[src/rtl/pipe_retire_monitor_pkg.sv]
// Shared definitions for the pipeline retire monitor: FSM state encoding.
package pipe_mon_pkg;

    localparam int MON_STATE_W = 2;

    typedef enum logic [MON_STATE_W-1:0] {
        MON_IDLE    = 2'd0,
        MON_RUN     = 2'd1,
        MON_DONE    = 2'd2,
        MON_TIMEOUT = 2'd3
    } mon_state_t;

endpackage

[src/rtl/pipe_retire_monitor_if.sv]
// Bundle between the pipeline/consumer side (master) and the retire monitor (slave).
interface pipe_retire_monitor_if #(
    parameter int XLEN   = 32,
    parameter int NSTAGE = 5,
    parameter int CNT_W  = 32
);
    logic                     en;
    logic [NSTAGE*XLEN-1:0]   stage_pc;
    logic [NSTAGE-1:0]        stage_vld;
    logic                     trace_rdy;
    logic                     trace_vld;
    logic [XLEN-1:0]          trace_pc;
    logic                     trace_ovf;
    logic [CNT_W-1:0]         cycle_cnt;
    logic [CNT_W-1:0]         retired_cnt;
    logic [CNT_W-1:0]         bubble_cnt;
    logic [1:0]               state;
    logic                     done;
    logic                     timeout;

    modport master (
        output en, stage_pc, stage_vld, trace_rdy,
        input  trace_vld, trace_pc, trace_ovf, cycle_cnt, retired_cnt,
               bubble_cnt, state, done, timeout
    );

    modport slave (
        input  en, stage_pc, stage_vld, trace_rdy,
        output trace_vld, trace_pc, trace_ovf, cycle_cnt, retired_cnt,
               bubble_cnt, state, done, timeout
    );
endinterface

[src/rtl/pipe_retire_monitor_fifo.sv]
// Trace FIFO for retired PCs; drops pushes when full (sticky ovf) unless a pop frees a slot.
module mon_trace_fifo #(
    parameter int W     = 32,
    parameter int DEPTH = 8
) (
    input  logic         clk,
    input  logic         rst,
    input  logic         push,
    input  logic         pop,
    input  logic [W-1:0] din,
    output logic [W-1:0] dout,
    output logic         empty,
    output logic         full,
    output logic         ovf
);
    localparam int AW = $clog2(DEPTH);
    localparam logic [AW-1:0] PTR_ONE = AW'(1);
    localparam logic [AW:0]   CNT_ONE = (AW+1)'(1);
    localparam logic [AW:0]   CNT_FULL = (AW+1)'(DEPTH);

    logic [W-1:0]  mem_r [DEPTH];
    logic [AW-1:0] wr_ptr_r;
    logic [AW-1:0] rd_ptr_r;
    logic [AW:0]   count_r;
    logic          ovf_r;
    logic          pop_s;
    logic          push_s;
    logic          drop_s;

    assign empty  = (count_r == {(AW+1){1'b0}});
    assign full   = (count_r == CNT_FULL);
    assign dout   = mem_r[rd_ptr_r];
    assign ovf    = ovf_r;
    // A pop on an empty FIFO is ignored; a full FIFO accepts a push only alongside a pop.
    assign pop_s  = pop && !empty;
    assign push_s = push && (!full || pop_s);
    assign drop_s = push && full && !pop_s;

    // Storage, pointers, occupancy and sticky overflow flag.
    always_ff @(posedge clk or posedge rst) begin
        if (rst) begin
            for (int i = 0; i < DEPTH; i++) begin
                mem_r[i] <= {W{1'b0}};
            end
            wr_ptr_r <= {AW{1'b0}};
            rd_ptr_r <= {AW{1'b0}};
            count_r  <= {(AW+1){1'b0}};
            ovf_r    <= 1'b0;
        end else begin
            if (push_s) begin
                mem_r[wr_ptr_r] <= din;
                wr_ptr_r        <= wr_ptr_r + PTR_ONE;
            end
            if (pop_s) begin
                rd_ptr_r <= rd_ptr_r + PTR_ONE;
            end
            case ({push_s, pop_s})
                2'b10:   count_r <= count_r + CNT_ONE;
                2'b01:   count_r <= count_r - CNT_ONE;
                default: count_r <= count_r;
            endcase
            if (drop_s) begin
                ovf_r <= 1'b1;
            end
        end
    end
endmodule

[src/rtl/pipe_retire_monitor.sv]
// Retire monitor for an in-order pipeline: run FSM, watchdog, saturating statistics, trace FIFO.
module pipe_retire_monitor
    import pipe_mon_pkg::*;
#(
    parameter int XLEN        = 32,
    parameter int NSTAGE      = 5,
    parameter int END_PC      = 40,
    parameter int WDOG_CYCLES = 64,
    parameter int TRACE_DEPTH = 8,
    parameter int CNT_W       = 32
) (
    input  logic                  clk,
    input  logic                  rst,
    pipe_retire_monitor_if.slave  mon
);
    localparam int WW = $clog2(WDOG_CYCLES) + 1;
    localparam logic [WW-1:0]    WDOG_ONE  = WW'(1);
    localparam logic [WW-1:0]    WDOG_LAST = WW'(WDOG_CYCLES - 1);
    localparam logic [XLEN-1:0]  END_PC_V  = XLEN'(END_PC);
    localparam logic [CNT_W-1:0] CNT_ONE   = CNT_W'(1);
    localparam logic [CNT_W-1:0] CNT_MAX   = {CNT_W{1'b1}};

    mon_state_t       state_r;
    logic [WW-1:0]    wdog_r;
    logic [CNT_W-1:0] cycle_cnt_r;
    logic [CNT_W-1:0] retired_cnt_r;
    logic [CNT_W-1:0] bubble_cnt_r;
    logic             done_r;
    logic             timeout_r;
    logic             retire_s;
    logic [XLEN-1:0]  wb_pc_s;
    logic             push_s;
    logic             empty_s;
    logic             full_s;

    function automatic logic [CNT_W-1:0] sat_inc(input logic [CNT_W-1:0] v);
        return (v == CNT_MAX) ? v : v + CNT_ONE;
    endfunction

    assign retire_s = mon.stage_vld[NSTAGE-1];
    assign wb_pc_s  = mon.stage_pc[(NSTAGE-1)*XLEN +: XLEN];
    // Only retires observed while actively running are traced, including the terminating one.
    assign push_s   = (state_r == MON_RUN) && mon.en && retire_s;

    // Run-control FSM with watchdog and statistics counters.
    always_ff @(posedge clk or posedge rst) begin
        if (rst) begin
            state_r       <= MON_IDLE;
            wdog_r        <= {WW{1'b0}};
            cycle_cnt_r   <= {CNT_W{1'b0}};
            retired_cnt_r <= {CNT_W{1'b0}};
            bubble_cnt_r  <= {CNT_W{1'b0}};
            done_r        <= 1'b0;
            timeout_r     <= 1'b0;
        end else begin
            case (state_r)
                MON_IDLE: begin
                    if (mon.en) begin
                        state_r <= MON_RUN;
                    end
                end
                MON_RUN: begin
                    if (!mon.en) begin
                        state_r <= MON_IDLE;
                        wdog_r  <= {WW{1'b0}};
                    end else begin
                        cycle_cnt_r <= sat_inc(cycle_cnt_r);
                        if (retire_s) begin
                            retired_cnt_r <= sat_inc(retired_cnt_r);
                            wdog_r        <= {WW{1'b0}};
                            if (wb_pc_s >= END_PC_V) begin
                                state_r <= MON_DONE;
                                done_r  <= 1'b1;
                            end
                        end else begin
                            bubble_cnt_r <= sat_inc(bubble_cnt_r);
                            wdog_r       <= wdog_r + WDOG_ONE;
                            if (wdog_r == WDOG_LAST) begin
                                state_r   <= MON_TIMEOUT;
                                timeout_r <= 1'b1;
                            end
                        end
                    end
                end
                MON_DONE:    state_r <= MON_DONE;
                MON_TIMEOUT: state_r <= MON_TIMEOUT;
                default:     state_r <= MON_IDLE;
            endcase
        end
    end

    mon_trace_fifo #(
        .W     (XLEN),
        .DEPTH (TRACE_DEPTH)
    ) u_fifo (
        .clk   (clk),
        .rst   (rst),
        .push  (push_s),
        .pop   (mon.trace_rdy),
        .din   (wb_pc_s),
        .dout  (mon.trace_pc),
        .empty (empty_s),
        .full  (full_s),
        .ovf   (mon.trace_ovf)
    );

    assign mon.trace_vld   = !empty_s;
    assign mon.cycle_cnt   = cycle_cnt_r;
    assign mon.retired_cnt = retired_cnt_r;
    assign mon.bubble_cnt  = bubble_cnt_r;
    assign mon.state       = state_r;
    assign mon.done        = done_r;
    assign mon.timeout     = timeout_r;
endmodule

[src/flat_wrapper.sv]
// flat-port wrapper written by rule: the top's interface ports become plain ports
module pipe_retire_monitor_flat import pipe_mon_pkg::*;
#(
    parameter int XLEN        = 32,
    parameter int NSTAGE      = 5,
    parameter int END_PC      = 40,
    parameter int WDOG_CYCLES = 64,
    parameter int TRACE_DEPTH = 8,
    parameter int CNT_W       = 32
)
  (clk, rst, mon_en, mon_stage_pc, mon_stage_vld, mon_trace_rdy, mon_trace_vld, mon_trace_pc, mon_trace_ovf, mon_cycle_cnt, mon_retired_cnt, mon_bubble_cnt, mon_state, mon_done, mon_timeout);
  pipe_retire_monitor_if #(.XLEN(XLEN), .NSTAGE(NSTAGE), .CNT_W(CNT_W)) mon_i ();
  input  logic clk;
  input  logic rst;
  input wire logic [$bits(mon_i.en)-1:0] mon_en;
  input wire logic [$bits(mon_i.stage_pc)-1:0] mon_stage_pc;
  input wire logic [$bits(mon_i.stage_vld)-1:0] mon_stage_vld;
  input wire logic [$bits(mon_i.trace_rdy)-1:0] mon_trace_rdy;
  output wire logic [$bits(mon_i.trace_vld)-1:0] mon_trace_vld;
  output wire logic [$bits(mon_i.trace_pc)-1:0] mon_trace_pc;
  output wire logic [$bits(mon_i.trace_ovf)-1:0] mon_trace_ovf;
  output wire logic [$bits(mon_i.cycle_cnt)-1:0] mon_cycle_cnt;
  output wire logic [$bits(mon_i.retired_cnt)-1:0] mon_retired_cnt;
  output wire logic [$bits(mon_i.bubble_cnt)-1:0] mon_bubble_cnt;
  output wire logic [$bits(mon_i.state)-1:0] mon_state;
  output wire logic [$bits(mon_i.done)-1:0] mon_done;
  output wire logic [$bits(mon_i.timeout)-1:0] mon_timeout;
  assign mon_i.en = mon_en;
  assign mon_i.stage_pc = mon_stage_pc;
  assign mon_i.stage_vld = mon_stage_vld;
  assign mon_i.trace_rdy = mon_trace_rdy;
  assign mon_trace_vld = mon_i.trace_vld;
  assign mon_trace_pc = mon_i.trace_pc;
  assign mon_trace_ovf = mon_i.trace_ovf;
  assign mon_cycle_cnt = mon_i.cycle_cnt;
  assign mon_retired_cnt = mon_i.retired_cnt;
  assign mon_bubble_cnt = mon_i.bubble_cnt;
  assign mon_state = mon_i.state;
  assign mon_done = mon_i.done;
  assign mon_timeout = mon_i.timeout;
  pipe_retire_monitor #(.XLEN(XLEN), .NSTAGE(NSTAGE), .END_PC(END_PC), .WDOG_CYCLES(WDOG_CYCLES), .TRACE_DEPTH(TRACE_DEPTH), .CNT_W(CNT_W)) u_core (.clk(clk), .rst(rst), .mon(mon_i));
endmodule
[config.mk]
export PLATFORM = sky130hd
export DESIGN_NAME = pipe_retire_monitor_flat
export DESIGN_NICKNAME = d
export VERILOG_FILES = /design/src/rtl/pipe_retire_monitor_pkg.sv /design/src/rtl/pipe_retire_monitor_if.sv /design/src/rtl/pipe_retire_monitor_fifo.sv /design/src/rtl/pipe_retire_monitor.sv /design/src/flat_wrapper.sv
export SDC_FILE = /design/constraint.sdc
export NUM_CORES = 1
export LEC_CHECK = 0
export BUFFER_PORTS_ARGS = -buffer_cell sky130_fd_sc_hd__buf_2
export CAP_MARGIN = 5
export CORE_ASPECT_RATIO = 0.9
export CORE_UTILIZATION = 34
export CTS_BUF_LIST = sky130_fd_sc_hd__clkbuf_8 sky130_fd_sc_hd__clkbuf_16
export CTS_CLUSTER_DIAMETER = 120
export DETAILED_ROUTE_END_ITERATION = 6
export PLACE_DENSITY_LB_ADDON = 0.05
export SYNTH_ARGS = -nofsm -noshare
export SYNTH_HDL_FRONTEND = slang
export SYNTH_SLANG_ARGS = --single-unit
export TNS_END_PERCENT = 100
[constraint.sdc]
create_clock -name clk -period 26.6 [get_ports clk]
set_input_delay 5.32 -clock clk [delete_from_list [all_inputs] [get_ports clk]]
set_output_delay 5.32 -clock clk [all_outputs]
set_load 0.05 [all_outputs]
; After elaboration in Yosys (flattened, before gate mapping)
; Cells that the tools add are included.
[word_totals]
word_cells = 85
regBits = 374
[classes]
reduce_logical = 20
n_mux = 15
n_bitwise = 6
add_sub_neg = 8
n_eq_ne = 13
order_cmp = 4
[ops]
columns = op, n
row1 = bitwise mux 256 bit, 1
row2 = "adder 32 x 1 -> 32 bit, second input constant", 3
row3 = binary-select mux 32 bit (select 3 bit), 1
row4 = demux 32 bit (select 3 bit), 1
row5 = "== test 32 bit, second input constant", 3
row6 = two-way mux 32 bit, 3
row7 = "greater-or-equal comparator 32 x 6 -> 1 bit, second input constant", 1
row8 = AND reduction 4 bit, 4
row9 = two-way mux 7 bit, 2
row10 = two-way mux 2 bit, 5
row11 = "greater-or-equal comparator 4 bit, second input constant", 2
row12 = "!= test 4 bit, second input constant", 2
row13 = inverter 3 -> 4 bit, 2
row14 = case mux 2 bit (4 select lines), 1
row15 = case mux 4 bit (2 select lines), 1
row16 = "adder 7 x 1 -> 7 bit, second input constant", 1
row17 = "== test 7 x 6 -> 1 bit, second input constant", 1
row18 = logical AND 1 bit, 7
row19 = "adder 3 x 1 -> 3 bit, second input constant", 2
row20 = "== test 2 bit, second input constant", 3
row21 = AND reduction 3 bit, 2
row22 = "adder 4 x 1 -> 4 bit, second input constant", 1
row23 = "== test 2 x 1 -> 1 bit, second input constant", 2
row24 = "== test 4 bit, second input constant", 1
row25 = 9 further kinds, 14

; Longest topological paths before layout
; Gate-level depths: netlist of the first run.
[logic_depth]
word_depth = 7
depth_mapped = 11

; Modules after synthesis
; A second synthesis of the first run with hierarchy kept.
[hier_totals]
hier_cells = 1212
hier_area_um2 = 17309.1
[modules_own_cells]
columns = mod, seq_area_each_um2, cells_per_inst, n_inst, area_per_inst_um2
row1 = mon_trace_fifo, 6681.4, 716, 1, 12086.6
row2 = pipe_retire_monitor, 2677.6, 496, 1, 5222.5

; Least setup slack after synthesis of the first run
; OpenSTA, ideal clock, no wires.
[synth_timing]
path_kind = register -> output
from = register u_core.u_fifo.rd_ptr_r[0]
to = output port mon_trace_pc[0]
path_buffers = 2
path_slack_ns = 19.280
required_ns = 21.280
path_stages_with_launch = 5
arrival_time_ns = 2.000
path_cell_list = dfrtp_1 > clkbuf_1 > buf_2 > mux4_2 > mux2_2
[synth_via]
elab_chain_len = 4
[synth_lines]
columns = item, line
row1 = from (decl), pipe_retire_monitor_fifo.sv:23  ; logic [AW-1:0] rd_ptr_r;
row2 = from (signal assigned), pipe_retire_monitor_fifo.sv:46  ; rd_ptr_r <= {AW{1'b0}};
row3 = from (signal assigned), pipe_retire_monitor_fifo.sv:55  ; rd_ptr_r <= rd_ptr_r + PTR_ONE;
row4 = inverter 3 -> 4 bit (implied by the code), pipe_retire_monitor_fifo.sv:32  ; assign dout = mem_r[rd_ptr_r];
row5 = binary-select mux 32 bit (select 3 bit), pipe_retire_monitor_fifo.sv:32
row6 = two-way mux 32 bit (implied by the code) (2 in series), pipe_retire_monitor_fifo.sv:32
row7 = to (decl), flat_wrapper.sv:20  ; output wire logic [$bits(mon_i.trace_pc)-1:0] mon_trace_pc;
; No other way between the ends. The select of a mux whose other input is x is not followed.

; Final worst setup path of the first run
[layout_timing]
from = register u_core.u_fifo.rd_ptr_r[0]
to = output port mon_trace_pc[11]
; Same word-level chain as after synthesis.

==> out/results.ini, run 1 <==
[run_status]
status = finished clean

[cts]
worstSkewPairLatency_ns = 0.56
cts_made_buffers = 44
cts_tree = yes
ctsHoldBuffers = 0
cts_resized = 0
ctsLongestPathBuffers = 3
path_clk_slew_ns = 0.06
cts_setup_buffers = 0
numClockSinks = 374
cts_root_buf = clkbuf_16
htree_levels = 2

[worst_setup_path]
r2r-end = u_core.u_fifo.mem_r[36]
crit_slowest_cell = dfrtp_4
slowest_delay_ns = 0.87
ff2ff_path_depth = 5
r2r-start = u_core.mon.state[0]
path_max_fanout = 36
cp-endpoint = mon_trace_pc[11]
critPathCaptureType = primary output
path_depth = 4
r2r_setup_slack_ns = 23.57
crit_chain = buf_4 > mux4_2 > mux2_2 > buf_2
cp-startpoint = u_core.u_fifo.rd_ptr_r[0]
cp.arrival_ns = 3.36
critPathKind = reg2out
cp-start-kind = flop
cp_num_buf_inv = 2
cp_top_family = buffers and inverters
crit_required_ns = 21.28

[power]
ir_drop_mv = 0.0450
p_leak_nw = 10.0
power_density_mw_per_mm2 = 81.1

[floorplanning]
core_area_mm2 = 0.0495
die_area_mm2 = 0.0514
boundaryPins = 303
initial_core_util_pct = 34.7
fp.dieH_um = 215
die_w_um = 239
num_rows = 77

[sta]
period_share_pct = 32.6
worst_pin_slew_ns = 1.11
hold_viol_final = 0
fin_skew_ns = 0.0154
maxSlewViolCount = 0
rsz0062_at_grt = no
fmax_mhz = 115
layout_setup_ws_ns = 17.92
finalSetupTns_ns = 0
min_period_ns = 8.68
setup_viol = 0
relSlewSlack_pct = 26.3

[detailed_routing]
postRouteAntennaNets = 0
routedWlPerCell_um = 20.3
wl_met1_um = 20000
detail_route.drc_violations = 0
route.met3.wl_um = 1860
route.met2.wl_um = 19700
vias = 10500
vias_per_cell = 5.02
drt-initial-drc-count = 549
finalWirelength_um = 42300
drt-pass1-iter-count = 5
routed.top_layer = met5

[place]
pre_cts_ws_ns = 18.37
io_buffers = 170
gp_congestion = 0.751
dpl.hpwl_um = 25500

[grt]
gr-total-overflow = 0
grt_max_degree = 146
grt_pass1_wl_um = 68200
grt_pass1_vias = 11100
grt_usage_pct = 17.2
antenna_found_initial = 3

[synth]
yosysWarnings = 0
avgSynthCellArea_um2 = 14.2
synthTopCellsByArea = dfrtp_1 (54%), mux2_2 (19%), mux4_2 (8.4%)
netlist.area_leader.share_pct = 54.5
ys_seq_elements = 374
synth_edf_count = 0
synth_area_mm2 = 0.0172
synth.distinct_cells = 60
yosys_most_used_dff = dfrtp_1
synth-seq-area-share_pct = 54.5
synth_top_cell_by_area = dfrtp_1
synth_nets = 1386
synthCells = 1207
async_flop_share_pct = 100

[cells_and_area]
fill_cells = 4751
nNetsFinal = 1566
ff_latch_area_mm2 = 0.00937
area_delta_synth_final_pct = 17.4
drive_gt1_share_pct = 43.7
multi_input_area_mm2 = 0.00753

[flow_run]
drv_cap = 0

[min_path]
hold_path_class = reg2reg
whs_path_depth = 1

[metrics by stage]
stage | total power [mW] | hold WS, ns | util [%] | cells | instance area, um^2
2_1_floorplan | 0.975 | 0.452 | - | 1207 | 17200
3_3_place_gp | 1.07 | 0.441 | 37.9 | 2012 | 18800
4_1_cts | 1.68 | 0.462 | 40.7 | 2087 | 20200
5_1_grt | 1.73 | 0.482 | 40.7 | 2087 | 20200
3_5_place_dp | 1.07 | 0.447 | 37.9 | 2012 | 18800
6_report | 1.64 | 0.457 | 40.8 | 2088 | 20200
[power breakdown]
group	switching, mW	total, mW	internal [mW]
Sequential	0.0898	0.725	0.635
Combinational	0.170	0.325	0.155
Clock	0.239	0.587	0.348
Total	0.499	1.64	1.14
[cell usage in the layout (no fill, tap or decap), types with 9 or more instances in the layout]
| master | Yosys | final |
|---|---|---|
| nor4_1 | 18 | 18 |
| buf_4 | 9 | 16 |
| xor2_1 | 61 | 61 |
| nand4_1 | 34 | 34 |
| nor3_1 | 31 | 31 |
| o21ai_0 | 12 | 12 |
| clkbuf_16 | 0 | 45 |
| mux2_2 | 286 | 286 |
| nor2_1 | 39 | 39 |
| xnor2_1 | 41 | 41 |
| and3_1 | 13 | 13 |
| ha_1 | 9 | 9 |
| inv_1 | 14 | 27 |
| nand2_1 | 49 | 49 |
| clkbuf_8 | 0 | 9 |
| mux4_2 | 64 | 64 |
| nand3_1 | 38 | 37 |
| buf_2 | 22 | 170 |
| and4_1 | 11 | 11 |
| dfrtp_1 | 374 | 371 |
[worst reg2reg max path, cell delays in order (launching register included)]
cell,delay (ns)
dfrtp_1,0.50
nand4b_4,0.27
a31oi_4,0.39
nand4b_1,0.81
buf_4,0.59
mux2_2,0.35
[cell families (layout without fill, tap and decap cells)]
kind of cell               count (synthesis)  count (layout)  share of synthesized area (%)
xor gates and xnor gates                 102             102                           5.20
adders and majority gates                 10              10                          0.772
and+or+nand+nor                          269             269                           8.97
other                                      0               1                              0
buffers and inverters                     67             276                           1.88
muxes                                    357             357                           27.6
DFF                                      374             374                           54.5
AOI/OAI and AO/OA                         28              28                           1.14
[sequential cells by signal, indices dropped and copies added (netlist names)]
name / count
u_core.u_fifo.mem_r: 256
u_core.u_fifo.count_r: 4
u_core.mon.timeout: 1
u_core.mon.done: 1
u_core.mon.state: 2
u_core.u_fifo.rd_ptr_r: 3
u_core.u_fifo.wr_ptr_r: 3
u_core.wdog_r: 7
u_core.mon.retired_cnt: 32
u_core.u_fifo.ovf: 1
u_core.mon.bubble_cnt: 32
u_core.mon.cycle_cnt: 32
[synthesized netlist by cell type (2+ instances only)]
cell type  count
nor3b_2        2
clkbuf_1      15
o21bai_1       2
o21ai_0       12
and4_1        11
buf_2         22
mux4_2        64
and3_1        13
nand2b_1       3
mux2_1         6
mux2_2       286
xnor2_1       41
nand2_1       49
nand3_1       38
nor3_2         2
nor3_1        31
nor4_1        18
clkbuf_2       2
a21oi_1        2
nand4_1       34
or4_1          3
nand3b_1       2
inv_1         14
ha_1           9
dfrtp_1      374
nor2_1        39
and2_1         2
nor3b_1        3
buf_1          4
a21o_1         2
nand4b_1       4
buf_4          9
xor2_1        61
or3_4          2
[layer usage]
metal | up-vias | track usage, %
met3 | 51 | 3.75
met1 | 5453 | 24.3
li1 | 4814 | -
met5 | - | 0
met4 | 4 | 4.44
met2 | 152 | 26.5
[layout make-up]
type	count	area share, %
well taps	671	4.16
clock buffers	54	6.19
flip-flops and latches	374	46.4
clock inverters	21	0.682
multi-input cells	766	37.3
diodes	1	0.0124
repair buffers	187	4.91
inverters	14	0.298
[worst min path at each step]
stage	from	to	slack [ns]
floorplan	u_core.u_fifo.mem_r[186]	u_core.u_fifo.mem_r[186]	0.45
global placement	u_core.mon.timeout	u_core.mon.timeout	0.44
detailed placement	u_core.mon.timeout	u_core.mon.timeout	0.45
CTS	u_core.mon.timeout	u_core.mon.timeout	0.46
global route	u_core.mon.timeout	u_core.mon.timeout	0.48
finish	u_core.mon.timeout	u_core.mon.timeout	0.46
(Power assumes the default switching activity.)
==> inputs of run 2 (changes only) <==
==> constraint.sdc (replaced) <==
create_clock -name clk -period 7.35 [get_ports clk]
set_input_delay 1.47 -clock clk [delete_from_list [all_inputs] [get_ports clk]]
set_output_delay 1.47 -clock clk [all_outputs]
set_load 0.05 [all_outputs]
==> run 2 against run 1 <==
Final cell count up 0.14%. Final area up 0.25%. Clock skew up 0.0015 ns. Non-clock buffer count up 3. Critical path type unchanged. Utilization up 0.10 points. Largest power group unchanged. Largest cell class unchanged.
==> out/results.ini, run 2 (synthesis results as in run 1) <==
[detailed_routing]
vias_per_cell = 5.01  ; about the same
drt-initial-drc-count = 549  ; unchanged
vias = 10500  ; +0.086%
drt-pass1-iter-count = 4  ; -1
postRouteAntennaNets = 0  ; unchanged
routedWlPerCell_um = 20.0  ; -1.3%
finalWirelength_um = 41800  ; -1.2%
detail_route.drc_violations = 0  ; unchanged

[sta]
fin_skew_ns = 0.0169  ; +0.00152 ns
period_share_pct = 66.0
relSlewSlack_pct = 19.7  ; -6.7 points
rsz0062_at_grt = no
finalSetupTns_ns = 0  ; unchanged
worst_pin_slew_ns = 1.20  ; +0.0961 ns
maxSlewViolCount = 0  ; unchanged
min_period_ns = 4.85
hold_viol_final = 0  ; unchanged
fin_hold_ws_ns = 0.462  ; +0.00495 ns
fmax_mhz = 206
layout_setup_ws_ns = 2.50  ; -15.41 ns
setup_viol = 0  ; unchanged

[worst_setup_path]
path_max_fanout = 39  ; +8.3%
cp.arrival_ns = 3.38  ; +0.02 ns
cp-start-kind = flop
crit_required_ns = 5.88  ; -15.40 ns
critPathCaptureType = primary output
critPathKind = reg2out

[cts]
path_clk_slew_ns = 0.06  ; about the same
cts_setup_buffers = 0  ; unchanged
worstSkewPairLatency_ns = 0.56  ; about the same
ctsHoldBuffers = 0  ; unchanged
numClockSinks = 374  ; unchanged
htree_levels = 2  ; unchanged
cts_made_buffers = 44  ; unchanged
ctsLongestPathBuffers = 3  ; unchanged
cts_resized = 0  ; unchanged
cts_tree = yes
cts_root_buf = clkbuf_16

[grt]
grt_pass1_wl_um = 66700  ; -2.1%
antenna_found_initial = 3  ; unchanged
gr-total-overflow = 0  ; unchanged
grt_max_degree = 173  ; +18%
grt_usage_pct = 16.8  ; -0.36 points
grt_pass1_vias = 10900  ; -2.3%

[place]
io_buffers = 170  ; unchanged
gp_congestion = 0.745  ; -0.80%
dpl.cell_count = 2015  ; +0.15%
pre_cts_ws_ns = 2.87  ; -15.51 ns
dpl.hpwl_um = 25400  ; about the same

[floorplanning]
die_w_um = 239  ; unchanged
fp.dieH_um = 215  ; unchanged
core_area_mm2 = 0.0495  ; unchanged
num_rows = 77  ; unchanged
die_area_mm2 = 0.0514  ; unchanged
boundaryPins = 303  ; unchanged
initial_core_util_pct = 34.7  ; unchanged

[power]
p_seq_share_pct = 43.2  ; -1.1 points
clkPwrFrac_pct = 36.1  ; +0.3 points
p_sw_share_pct = 30.4  ; -0.097 points
p_comb_share_pct = 20.7  ; +0.8 points
ir_drop_mv = 0.191  ; +330%
p_leak_nw = 10.0  ; about the same
power.internal_mw = 4.14  ; +260%
power_density_mw_per_mm2 = 294  ; +260%
p_switching_mw = 1.81  ; +260%

[cells_and_area]
regMostFlops = u_core.u_fifo.mem_r
nNetsFinal = 1569  ; +0.19%
drive_gt1_share_pct = 44.4  ; +0.68 points
fill_cells = 4729  ; -0.46%
largest_register_ffs = 256  ; unchanged
fin_cells = 2091  ; +0.14%
area_delta_synth_final_pct = 17.7
layout_common_cells = dfrtp_1 (371), mux2_2 (286), buf_2 (170), mux4_2 (64), xor2_1 (61)
mostFrequentLayoutCell = dfrtp_1
final_util_pct = 40.9  ; +0.10 points

[run_status]
status = finished clean

[flow_run]
drv_cap = 0  ; unchanged

[min_path]
hold_path_class = reg2reg

-- run 2: cell count changes in the layout (fill, tap and decap cells not counted), sizes merged --
cell and delta:
buf +3, bufinv -1, clkbuf +5, clkinv +3, clkinvlp +2, inv -9
-- run 2: per-layer routing --
layer  global-route usage, %  vias up  routed length, um
met4                    4.91        4                790
met1                    23.2     5449              19600
met5                       0        -                 25
met3                    3.48       57               1880
li1                        -     4814                  -
met2                    26.5      159              19500
-- run 2: final cells by class --
class,instances,area [um^2],area share [%]
diodes,1,2.50,0.0124
clock buffers,59,1320,6.52
clock inverters,16,100,0.495
inverters,14,56.3,0.278
multi-input cells,766,7530,37.2
flip-flops and latches,374,9370,46.3
well taps,671,840,4.15
repair buffers,190,1010,5.01
-- run 2: path summary, 6_finish.rpt --
kind	from	endpoint	slack (ns)	depth (start not counted)
worst max-delay path	u_core.u_fifo.rd_ptr_r[0]	mon_trace_pc[21]	2.50	4
worst min-delay path	u_core.mon.timeout	u_core.mon.timeout	0.46	1
worst max register to register	u_core.mon.state[0]	u_core.u_fifo.mem_r[216]	4.09	6
worst min register to register	u_core.mon.timeout	u_core.mon.timeout	0.46	1
max in group asynchronous	rst	u_core.wdog_r[5]	4.54	4
min in group asynchronous	rst	u_core.u_fifo.mem_r[118]	1.00	2
-- run 2: through the flow --
stage,instance area [um^2],power [mW]
final,20200,5.95
after global routing,20200,6.27
after CTS,20200,6.07
after detailed placement,18800,3.88
after global placement,18800,3.87
after floorplan,17200,3.53
-- run 2: critical path: stages (launching register included) --
cell and delay [ns]:
dfrtp_4 1.02, buf_4 0.65, mux4_2 0.58, mux2_2 0.31, buf_2 0.22
-- run 2: power groups by stage --
stage / Sequential, mW / Clock [mW] / Combinational, mW
detailed placement: 2.62 / 0 / 1.26
CTS: 2.58 / 2.23 / 1.26
floorplan: 2.53 / 0 / 0.997
global placement: 2.62 / 0 / 1.25
finish: 2.57 / 2.15 / 1.23
global route: 2.62 / 2.32 / 1.33
